`config.mk`:
```
export PLATFORM = sky130hd
export DESIGN_NAME = mem_port_arbiter
export DESIGN_NICKNAME = d
export VERILOG_FILES = /design/src/rtl/rv32_pkg.sv /design/src/rtl/arb_watchdog.sv /design/src/rtl/mem_port_arbiter.sv
export SDC_FILE = /design/constraint.sdc
export NUM_CORES = 1
export LEC_CHECK = 0
export ABC_AREA = 1
export CELL_PAD_IN_SITES_DETAIL_PLACEMENT = 0
export CELL_PAD_IN_SITES_GLOBAL_PLACEMENT = 2
export CORE_MARGIN = 2
export CORE_UTILIZATION = 25
export CTS_CLUSTER_DIAMETER = 30
export DETAILED_ROUTE_END_ITERATION = 10
export PLACE_DENSITY = 0.93
export SLEW_MARGIN = 25
export SYNTH_ARGS = -nofsm -noshare
export SYNTH_HDL_FRONTEND = slang
export SYNTH_SLANG_ARGS = --single-unit
```
`constraint.sdc`:
```
create_clock -name clk -period 2.45 [get_ports clk]
set_input_delay 0.245 -clock clk [delete_from_list [all_inputs] [get_ports clk]]
set_output_delay 0.245 -clock clk [all_outputs]
set_load 0.005 [all_outputs]
```
`src/rtl/rv32_pkg.sv`:
```
// Shared RV32I core definitions.
//   - arb_state_e : memory-port arbiter FSM state (IDLE / REQ / WAIT)
//   - owner_e     : which requester owns the transaction in flight
//   - XLEN_DEFAULT: default address/data width
package rv32_pkg;

    localparam int XLEN_DEFAULT = 32;

    typedef enum logic [1:0] {
        ST_IDLE = 2'd0,
        ST_REQ  = 2'd1,
        ST_WAIT = 2'd2
    } arb_state_e;

    typedef enum logic {
        OWN_IF = 1'b0,
        OWN_DM = 1'b1
    } owner_e;

endpackage

```
`src/rtl/arb_watchdog.sv`:
```
// Transaction watchdog: counts enabled cycles and pulses 'expired' in the
// TIMEOUT-th consecutive enabled cycle. TIMEOUT = 0 disables it entirely.
//   clk, rst : clock, asynchronous active-low reset
//   clear    : return the count to zero (has priority over enable)
//   enable   : count this cycle
//   expired  : high during the cycle in which the TIMEOUT-th enabled cycle runs
module arb_watchdog #(
    parameter int TIMEOUT = 64
) (
    input  logic clk,
    input  logic rst,
    input  logic clear,
    input  logic enable,
    output logic expired
);

    generate
        if (TIMEOUT == 0) begin : g_off
            assign expired = 1'b0;
        end else begin : g_on
            localparam int CW = (TIMEOUT > 1) ? $clog2(TIMEOUT) : 1;

            // count holds the number of enabled cycles already completed,
            // so expiry is seen while the TIMEOUT-th cycle is in progress.
            logic [CW-1:0] count;

            assign expired = enable && (count == CW'(TIMEOUT - 1));

            always_ff @(posedge clk or negedge rst) begin
                if (!rst) begin
                    count <= '0;
                end else if (clear) begin
                    count <= '0;
                end else if (enable) begin
                    count <= expired ? '0 : count + CW'(1);
                end
            end
        end
    endgenerate

endmodule

```
`src/rtl/mem_port_arbiter.sv`:
```
// Shares one memory port between instruction fetch (if_*) and data access
// (dm_*). One transaction at a time: IDLE (arbitrate + grant) -> REQ
// (mem_req until mem_ready) -> WAIT (until mem_rvalid) -> IDLE.
//   clk, rst        : clock, asynchronous active-low reset
//   if_req/if_addr  : fetch request, held until if_gnt
//   if_flush        : drop the response of the current/just-granted fetch
//   if_gnt          : fetch accepted (combinational pulse in IDLE)
//   if_rvalid/rdata/err : fetch response pulse, err = watchdog abort
//   dm_req/we/be/addr/wdata : data request, held until dm_gnt
//   dm_gnt          : data accepted
//   dm_rvalid/rdata/err : load data or store ack, err = watchdog abort
//   mem_req/we/be/addr/wdata : request to memory, stable while mem_req
//   mem_ready       : memory accepts the request this cycle
//   mem_rvalid/rdata: memory response (also store ack)
//   busy            : a transaction is in progress (state != IDLE)
module mem_port_arbiter
    import rv32_pkg::*;
#(
    parameter int XLEN         = XLEN_DEFAULT,
    parameter int STARVE_LIMIT = 4,
    parameter int TIMEOUT      = 64
) (
    input  logic            clk,
    input  logic            rst,
    input  logic            if_req,
    input  logic [XLEN-1:0] if_addr,
    input  logic            if_flush,
    output logic            if_gnt,
    output logic            if_rvalid,
    output logic [XLEN-1:0] if_rdata,
    output logic            if_err,
    input  logic            dm_req,
    input  logic            dm_we,
    input  logic [3:0]      dm_be,
    input  logic [XLEN-1:0] dm_addr,
    input  logic [XLEN-1:0] dm_wdata,
    output logic            dm_gnt,
    output logic            dm_rvalid,
    output logic [XLEN-1:0] dm_rdata,
    output logic            dm_err,
    output logic            mem_req,
    output logic            mem_we,
    output logic [3:0]      mem_be,
    output logic [XLEN-1:0] mem_addr,
    output logic [XLEN-1:0] mem_wdata,
    input  logic            mem_ready,
    input  logic            mem_rvalid,
    input  logic [XLEN-1:0] mem_rdata,
    output logic            busy
);

    localparam int            LW       = $clog2(STARVE_LIMIT + 1);
    localparam logic [LW-1:0] LOSS_MAX = LW'(STARVE_LIMIT);

    arb_state_e    state;
    owner_e        owner;
    logic          kill;
    logic [LW-1:0] loss_cnt;

    logic in_txn;
    logic starved;
    logic if_wins;
    logic dm_wins;
    logic grant_if;
    logic grant_dm;
    logic kill_now;
    logic killed;
    logic done_ok;
    logic abort;
    logic wd_expired;

    assign in_txn  = (state != ST_IDLE);
    assign busy    = in_txn;

    // Data normally wins; after STARVE_LIMIT contested losses fetch wins.
    assign starved = (loss_cnt == LOSS_MAX);
    assign if_wins = if_req && (!dm_req || starved);
    assign dm_wins = dm_req && !if_wins;

    // The winner is held off for one cycle while its own response pulses, so
    // a requester never sees gnt and rvalid together. The other requester is
    // not promoted in that cycle, which keeps the starvation count honest.
    // NOTE: gnt is combinational from the requests, so it is masked with rst
    // to keep every output low while reset is asserted.
    assign grant_if = rst && (state == ST_IDLE) && if_wins && !if_rvalid;
    assign grant_dm = rst && (state == ST_IDLE) && dm_wins && !dm_rvalid;
    assign if_gnt   = grant_if;
    assign dm_gnt   = grant_dm;

    // A flush landing in the completion cycle still suppresses that response.
    assign kill_now = in_txn && (owner == OWN_IF) && if_flush;
    assign killed   = kill || kill_now;

    // A response arriving in the expiry cycle takes precedence over the abort.
    assign done_ok  = (state == ST_WAIT) && mem_rvalid;
    assign abort    = in_txn && wd_expired && !done_ok;

    arb_watchdog #(
        .TIMEOUT (TIMEOUT)
    ) u_watchdog (
        .clk     (clk),
        .rst     (rst),
        .clear   (!in_txn),
        .enable  (in_txn),
        .expired (wd_expired)
    );

    // NOTE: all state below uses non-blocking assignments so every register
    // samples the pre-edge values, independent of statement order.
    always_ff @(posedge clk or negedge rst) begin
        if (!rst) begin
            state     <= ST_IDLE;
            owner     <= OWN_IF;
            kill      <= 1'b0;
            loss_cnt  <= '0;
            mem_req   <= 1'b0;
            mem_we    <= 1'b0;
            mem_be    <= 4'h0;
            mem_addr  <= '0;
            mem_wdata <= '0;
            if_rvalid <= 1'b0;
            if_rdata  <= '0;
            if_err    <= 1'b0;
            dm_rvalid <= 1'b0;
            dm_rdata  <= '0;
            dm_err    <= 1'b0;
        end else begin
            // Response strobes are single-cycle pulses.
            if_rvalid <= 1'b0;
            if_err    <= 1'b0;
            dm_rvalid <= 1'b0;
            dm_err    <= 1'b0;

            case (state)
                ST_IDLE: begin
                    if (grant_dm) begin
                        owner     <= OWN_DM;
                        mem_req   <= 1'b1;
                        mem_we    <= dm_we;
                        mem_be    <= dm_be;
                        mem_addr  <= dm_addr;
                        mem_wdata <= dm_wdata;
                        state     <= ST_REQ;
                        if (if_req && !starved) begin
                            loss_cnt <= loss_cnt + LW'(1);
                        end
                    end else if (grant_if) begin
                        owner     <= OWN_IF;
                        mem_req   <= 1'b1;
                        mem_we    <= 1'b0;
                        mem_be    <= 4'hF;
                        mem_addr  <= if_addr;
                        mem_wdata <= '0;
                        state     <= ST_REQ;
                        loss_cnt  <= '0;
                        kill      <= if_flush;
                    end
                end

                ST_REQ, ST_WAIT: begin
                    if (kill_now) begin
                        kill <= 1'b1;
                    end
                    if (done_ok || abort) begin
                        state   <= ST_IDLE;
                        mem_req <= 1'b0;
                        kill    <= 1'b0;
                        if (owner == OWN_DM) begin
                            dm_rvalid <= 1'b1;
                            dm_err    <= abort;
                            dm_rdata  <= done_ok ? mem_rdata : '0;
                        end else if (!killed) begin
                            if_rvalid <= 1'b1;
                            if_err    <= abort;
                            if_rdata  <= done_ok ? mem_rdata : '0;
                        end
                    end else if ((state == ST_REQ) && mem_ready) begin
                        mem_req <= 1'b0;
                        state   <= ST_WAIT;
                    end
                end

                default: begin
                    state   <= ST_IDLE;
                    mem_req <= 1'b0;
                end
            endcase
        end
    end

endmodule
```
==> results of run 1 <==
path summary, 6_finish.rpt:
path | end | slack, ns | cells past startpoint
max in group asynchronous | mem_addr[26] | 1.89 | 2
setup reg to reg | dm_rdata[23] | 0.48 | 8
hold / removal | dm_rvalid | 0.02 | 2
min in group clk | mem_wdata[20] | 0.36 | 3
hold reg to reg | kill | 0.46 | 2
setup / recovery | dm_gnt | 0.11 | 7
cells by family after synthesis:
group	after synthesis
DFF	150
adders and majority gates	7
buffers and inverters	90
AOI/OAI and AO/OA	138
and+or+nand+nor	329
xor gates and xnor gates	1
metal layers:
layer,vias to the layer above,routed length (um),GRT usage (%)
li1,2805,-,-
met1,2522,7750,16.7
met2,172,8490,20.9
met3,26,1590,5.35
met4,0,427,5.22
met5,-,0,0
registers in the layout, indices dropped and copies added, names as in the netlist:
| signal | flops |
|---|---|
| u_watchdog.g_on.count | 6 |
| dm_err | 1 |
| mem_we | 1 |
| dm_rvalid | 1 |
| state | 2 |
| mem_addr | 32 |
| mem_wdata | 32 |
| mem_be | 4 |
| kill | 1 |
| if_err | 1 |
| if_rdata | 32 |
| if_rvalid | 1 |
| dm_rdata | 32 |
| owner | 1 |
| loss_cnt | 3 |
final cells by class:
cell class              count  area, um^2  area share (%)
clock buffers              17         425            4.24
inverters                  53         199            1.98
repair buffers            289        2910            28.9
multi-input cells         475        2190            21.8
clock inverters            15         155            1.54
flip-flops and latches    150        3750            37.4
well taps                 330         413            4.11
timing repair:
action	in CTS	in global routing
endpoints found under the hold margin	0	0
setup buffers	0	0
resized for setup	2	0
endpoints found under the setup margin	2	0
cell usage in the layout (no fill, tap or decap), types with 6 or more instances in the layout:
cell type and n:
nor2_1 13, o21ai_2 18, nand2_1 291, o21ai_0 72, clkbuf_16 17, dfrtp_1 150
clkdlybuf4s50_1 278, o21ai_1 43, buf_4 6, nand3_1 7, ha_1 6, inv_1 50
worst max-delay path, stage by stage (launching register included):
cell and delay [ns]:
dfrtp_1 0.42, inv_1 0.10, ha_2 0.24, nand2_2 0.09, nor2_4 0.14, nand2_4 0.09, inv_2 0.09, clkdlybuf4s50_1 0.50
through the flow:
stage / hold WS (ns) / power, W
detailed placement: 0.456 / 0.00742
global route: 0.0744 / 0.0107
finish: 0.0202 / 0.00992
CTS: 0.0468 / 0.0101
global placement: 0.445 / 0.00739
floorplan: -0.0506 / 0.00515
power by group through the flow:
stage | clock network [W] | logic [W] | registers (W)
5_1_grt | 0.00282 | 0.00400 | 0.00386
2_1_floorplan | 0 | 0.00132 | 0.00383
4_1_cts | 0.00272 | 0.00364 | 0.00376
3_5_place_dp | 0 | 0.00363 | 0.00379
3_3_place_gp | 0 | 0.00361 | 0.00378
6_report | 0.00261 | 0.00356 | 0.00375
==> results.md, run 1 <==
* GP Congestion at 0.752
* Hold Path Class: primary input to async pin
* Die Y at 164 um
* Main combinational cell family by area after synthesis: simple AND/OR/NAND/NOR gates
* Peak supply drop at 0.381 mV
* Clk pwr share at 26.3%
* Setup violators final at 0
* Final min period at 2.34 ns
* Area of the core at 25,200 um^2
* Number of synthesized flops with an enable pin at 0
* Critical path peak fanout at 5
* Starting density of the core at 25.4%
* Mux share of post-synthesis cell area at 0%
* Final worst slack at 0.111 ns
* Antenna-violating nets left at 0
* Detailed-route vias per instance at 4.16
* Setup CP Type: flip-flop to output pin
* Skew final at 0.00880 ns
* Global-route usage over all layers at 13.5%
* Final Hold Fails at 0
* Top_reg_cell synth: dfrtp_1
* Number of iterations in the first detailed-routing pass at 4
* Pwr dens at 988 nW/um^2
* Final instance area at 10,000 um^2
* Highest clock rate at 0.428 GHz
* Clock latency on the worst-skew pair at 0.42 ns
* Max Cap Violations at 0
* Cell Int Power at 0.00679 W
* Layout fillers at 2,514
* Slew HR at 46.2%
* CTS tree: yes
* P_sw at 0.00313 W
* CTS Root Cell: clkbuf_16
* Placed Cells at 1,297
* Initial detailed-routing violation count at 350
* Nets at 1,133
* Startpoint type of the worst setup path: flip-flop
* Share of the synthesized area in the top cell type at 58.6%
* Status: completed
* Synth Area in Compound Gates at 12.1%
* Mean post-synth cell area at 8.96 um^2
* Sw frac at 31.6%
* TritonCTS Buffers at 17
* Sink Count at 150
* Synth area leaders: dfrtp_1 59%, nand2_1 17%, o21ai_0 5.6%
* Ys async rst share at 100%
* CTS Buffer Depth at 2
* Synth Area in XOR/XNOR at 0.137%
* Cell variety after synth at 25
* Dpl cell area at 9460 um^2
* Cell area after synthesis at 6410 um^2
* Fin util at 39.9%
* Most common cell in the synthesized netlist: nand2_1
* Vias in the first global route at 5,328
* Worst Tran Pin Value at 0.807 ns
* Critical path origin: state[0]
* Combinational fraction of design power at 35.9%
* R2R Path Start: state[0]
* Worst Path Arrival at 2.09 ns
* Post-Synth Adder-Cell Area at 1.37%
* Total grt overflow at 0
* Vias at 5,525
* Most frequent cells after synthesis: 292 x nand2_1, 150 x dfrtp_1, 72 x o21ai_0
* Pins over their slew limit at 0
* H-Tree Depth at 4
* Fin crit share at 95.5%
* I/O pins at 281
* Pre-CTS setup slack at 0.331 ns
* Cell taking the most area after synthesis: dfrtp_1
* Clock transition time at the flip-flop clock pins of the worst setup and hold paths at 0.07 ns
* Initial antenna violation count at 0
* Non-filler cells, final at 1,329
* Layout cells sized above 1 at 7.41%
* Req. time, crit path at 2.20 ns
* Post-synthesis register bit count at 150
* Row count at 58
* Final TNS setup at 0 ns
* I/O Buffers at 280
* Post-CTS Hold Buffers at 0
* Sequential-to-total area share from yosys stat at 58.6%
* Pin count of the biggest net entering global routing at 151
* Seq pwr share at 37.8%
* Area Overhead vs Synth at 56.8%
* Die Span X at 164 um
* Area of the die at 26,900 um^2
* Post-DP HPWL at 12,600 um
* Yosys warns at 0
* RSZ-0062 raised after global routing: false
* Post-Synth Simple-Gate Area at 20.5%
* Cell count after synthesis at 715
* Leak Pwr at 4.57 nW
* Post-detailed-routing wire length at 18,300 um
* First-pass GRT wire length at 28,400 um
* Routed wire per std cell at 13.7 um
* DRC at 0
* N_diodes at 0
* Net Count, Synth at 862
* Critical Path End Type: output pin
No activity file was read; power rests on OpenSTA's default activity.
==> run 2: changes to the inputs <==
--- a/config.mk
+++ b/config.mk
@@ -12,6 +12,7 @@
 export CORE_UTILIZATION = 25
 export CTS_CLUSTER_DIAMETER = 30
 export DETAILED_ROUTE_END_ITERATION = 10
+export GPL_TIMING_DRIVEN = 0
 export PLACE_DENSITY = 0.93
 export SLEW_MARGIN = 25
 export SYNTH_ARGS = -nofsm -noshare
==> run 2 against run 1 <==
Effect of this change:
- critical path depth stayed put
- die area stayed put
- non-clock buffer count is 37 higher
- final cell count is 2.9% higher
- routed wire length is 11% higher
- sequential power hardly changed
- register-to-register slack hardly changed
- global-route usage is 1.4 points higher
- sequential cell count stayed put
- critical path type unchanged
==> results.md, run 2 (synthesis results as in run 1) <==
* Status: completed
* Area of the core at 25,200 um^2
* Pwr Total at 0.0102 W
* Layout fillers at 2,527
* First-pass GRT wire length at 31,100 um
* Clock latency on the worst-skew pair at 0.42 ns
* Post-detailed-routing wire length at 20,200 um
* Layout cells sized above 1 at 9.75%
* DRC at 0
* Commonest non-fill, non-tap cell in the layout: nand2_1
* Slew HR at 60.9%
* Depth of the worst register-to-register path at 9
* Startpoint type of the worst setup path: flip-flop
* Die Span X at 164 um
* Combinational fraction of design power at 36.7%
* Critical path peak fanout at 10
* Peak supply drop at 0.424 mV
* Area of the die at 26,900 um^2
* Final min period at 2.30 ns
* Vias at 5,784
* Cell chain of the critical path: inv_1, ha_4, nand2_2, nor2_4, nand2_8, inv_8, clkdlybuf4s50_1
* TritonCTS Buffers at 17
* Setup CP Type: flip-flop to output pin
* Hold Path Class: primary input to async pin
* Max stage delay on crit path at 0.49 ns
* Clk pwr share at 26.5%
* Reg-to-reg endpoint: mem_addr[0]
* R2R Path Start: loss_cnt[0]
* GP Congestion at 0.726
* Final TNS setup at 0 ns
* Most frequent cells in the layout: 291 x nand2_1, 278 x clkdlybuf4s50_1, 149 x dfrtp_1
* Detailed-route vias per instance at 4.23
* Number of iterations in the first detailed-routing pass at 4
* Row count at 58
* Clock transition time at the flip-flop clock pins of the worst setup and hold paths at 0.07 ns
* Routed wire per std cell at 14.8 um
* Worst Path Arrival at 2.06 ns
* I/O Buffers at 280
* Worst Tran Pin Value at 0.587 ns
* Pre-CTS setup slack at -0.365 ns
* CTS Root Cell: clkbuf_16
* RSZ-0062 raised after global routing: false
* Skew final at 0.0111 ns
* Seq pwr share at 36.8%
* Leak Pwr at 4.77 nW
* Fin crit share at 94.0%
* Initial antenna violation count at 1
* Sw frac at 32.2%
* Nets at 1,170
* R2r setup slk at 0.48 ns
* Final worst slack at 0.147 ns
* CTS Buffer Depth at 2
* CTS tree: yes
* Highest clock rate at 0.434 GHz
* Sink Count at 150
* Die Y at 164 um
* Critical Path End Type: output pin
* I/O pins at 281
* Pwr dens at 976 nW/um^2
* Cell Int Power at 0.00693 W
* Global-route usage over all layers at 14.9%
* P_sw at 0.00329 W
* Vias in the first global route at 5,633
* Slowest-stage cell, CP: clkdlybuf4s50_1
* Req. time, crit path at 2.20 ns
* Post-DP HPWL at 14,600 um
* Final Hold Fails at 0
* Max Cap Violations at 0
* Pin count of the biggest net entering global routing at 89
* Setup violators final at 0
* Antenna-violating nets left at 0
* Area Overhead vs Synth at 63.6%
* Total grt overflow at 0
* Initial detailed-routing violation count at 230
* Pins over their slew limit at 0
* H-Tree Depth at 4
* Starting density of the core at 25.4%
* Fin util at 41.6%
run 2: cell count changes in the layout (fill, tap and decap cells not counted), sizes merged:
cell         before  now
dlygate4sd3       0    2
buf              10   35
inv              63   62
clkbuf           17   27
clkinv            2    4
clkinvlp          2    1
diode             0    1
run 2: repair_timing:
item | CTS | global route
setup buffers | 1 | 0
pin swaps | 0 | 1
resized for setup | 6 | 4
setup endpoints to repair | 2 | 1
endpoints found under the hold margin | 87 | 87
cloned | 0 | 1
run 2: how the worst max path moves through the flow:
| stage | startpoint | to | slack, ns |
|---|---|---|---|
| 6_report | state[1] | dm_gnt | 0.15 |
| 5_1_grt | state[1] | dm_gnt | 0.03 |
| 4_1_cts | state[0] | dm_gnt | 0.003 |
| 3_5_place_dp | rst | dm_gnt | -0.36 |
| 3_3_place_gp | rst | dm_gnt | -5.80 |
| 2_1_floorplan | state[0] | dm_rdata[25] | 0.75 |
run 2: critical path: cells and delay by family (launching register included):
family / cells / cell delay (ns)
buf+inv: 3 / 0.69
flops: 1 / 0.41
simple gates: 3 / 0.35
fa+ha+maj: 1 / 0.18
run 2: layout make-up:
| type | count | area (um^2) | share of cell area [%] |
|---|---|---|---|
| timing repair buffer | 290 | 3020 | 28.8 |
| multi-input combinational | 475 | 2200 | 21.0 |
| inverter | 53 | 206 | 1.97 |
| sequential | 150 | 3750 | 35.8 |
| buffer | 36 | 269 | 2.57 |
| clock inverter | 15 | 184 | 1.75 |
| tap | 330 | 413 | 3.94 |
| clock buffer | 17 | 425 | 4.06 |
| antenna | 1 | 2.50 | 0.0239 |
run 2: per-layer routing:
layer	part of all wire [%]	up-vias	track usage [%]
met4	1.9	0	4.78
met2	48	167	23.7
met5	0	-	0
met1	43	2713	19.3
li1	-	2882	-
met3	6.7	22	4.60
run 2: power by group through the flow:
stage	logic [W]	registers, W	clock network [W]
2_1_floorplan	0.00132	0.00383	0
5_1_grt	0.00418	0.00388	0.00291
3_5_place_dp	0.00375	0.00379	0
4_1_cts	0.00379	0.00376	0.00281
3_3_place_gp	0.00371	0.00378	0
6_report	0.00375	0.00376	0.00271
run 2: through the flow:
step                      instances  instance area (um^2)  hold WS [ns]
final                          1367                 10500        0.0314
after detailed placement       1327                  9680         0.301
after global placement         1325                  9620         0.453
after CTS                      1359                 10300        -0.167
after global routing           1366                 10500        0.0511
after floorplan                 715                  6410       -0.0506
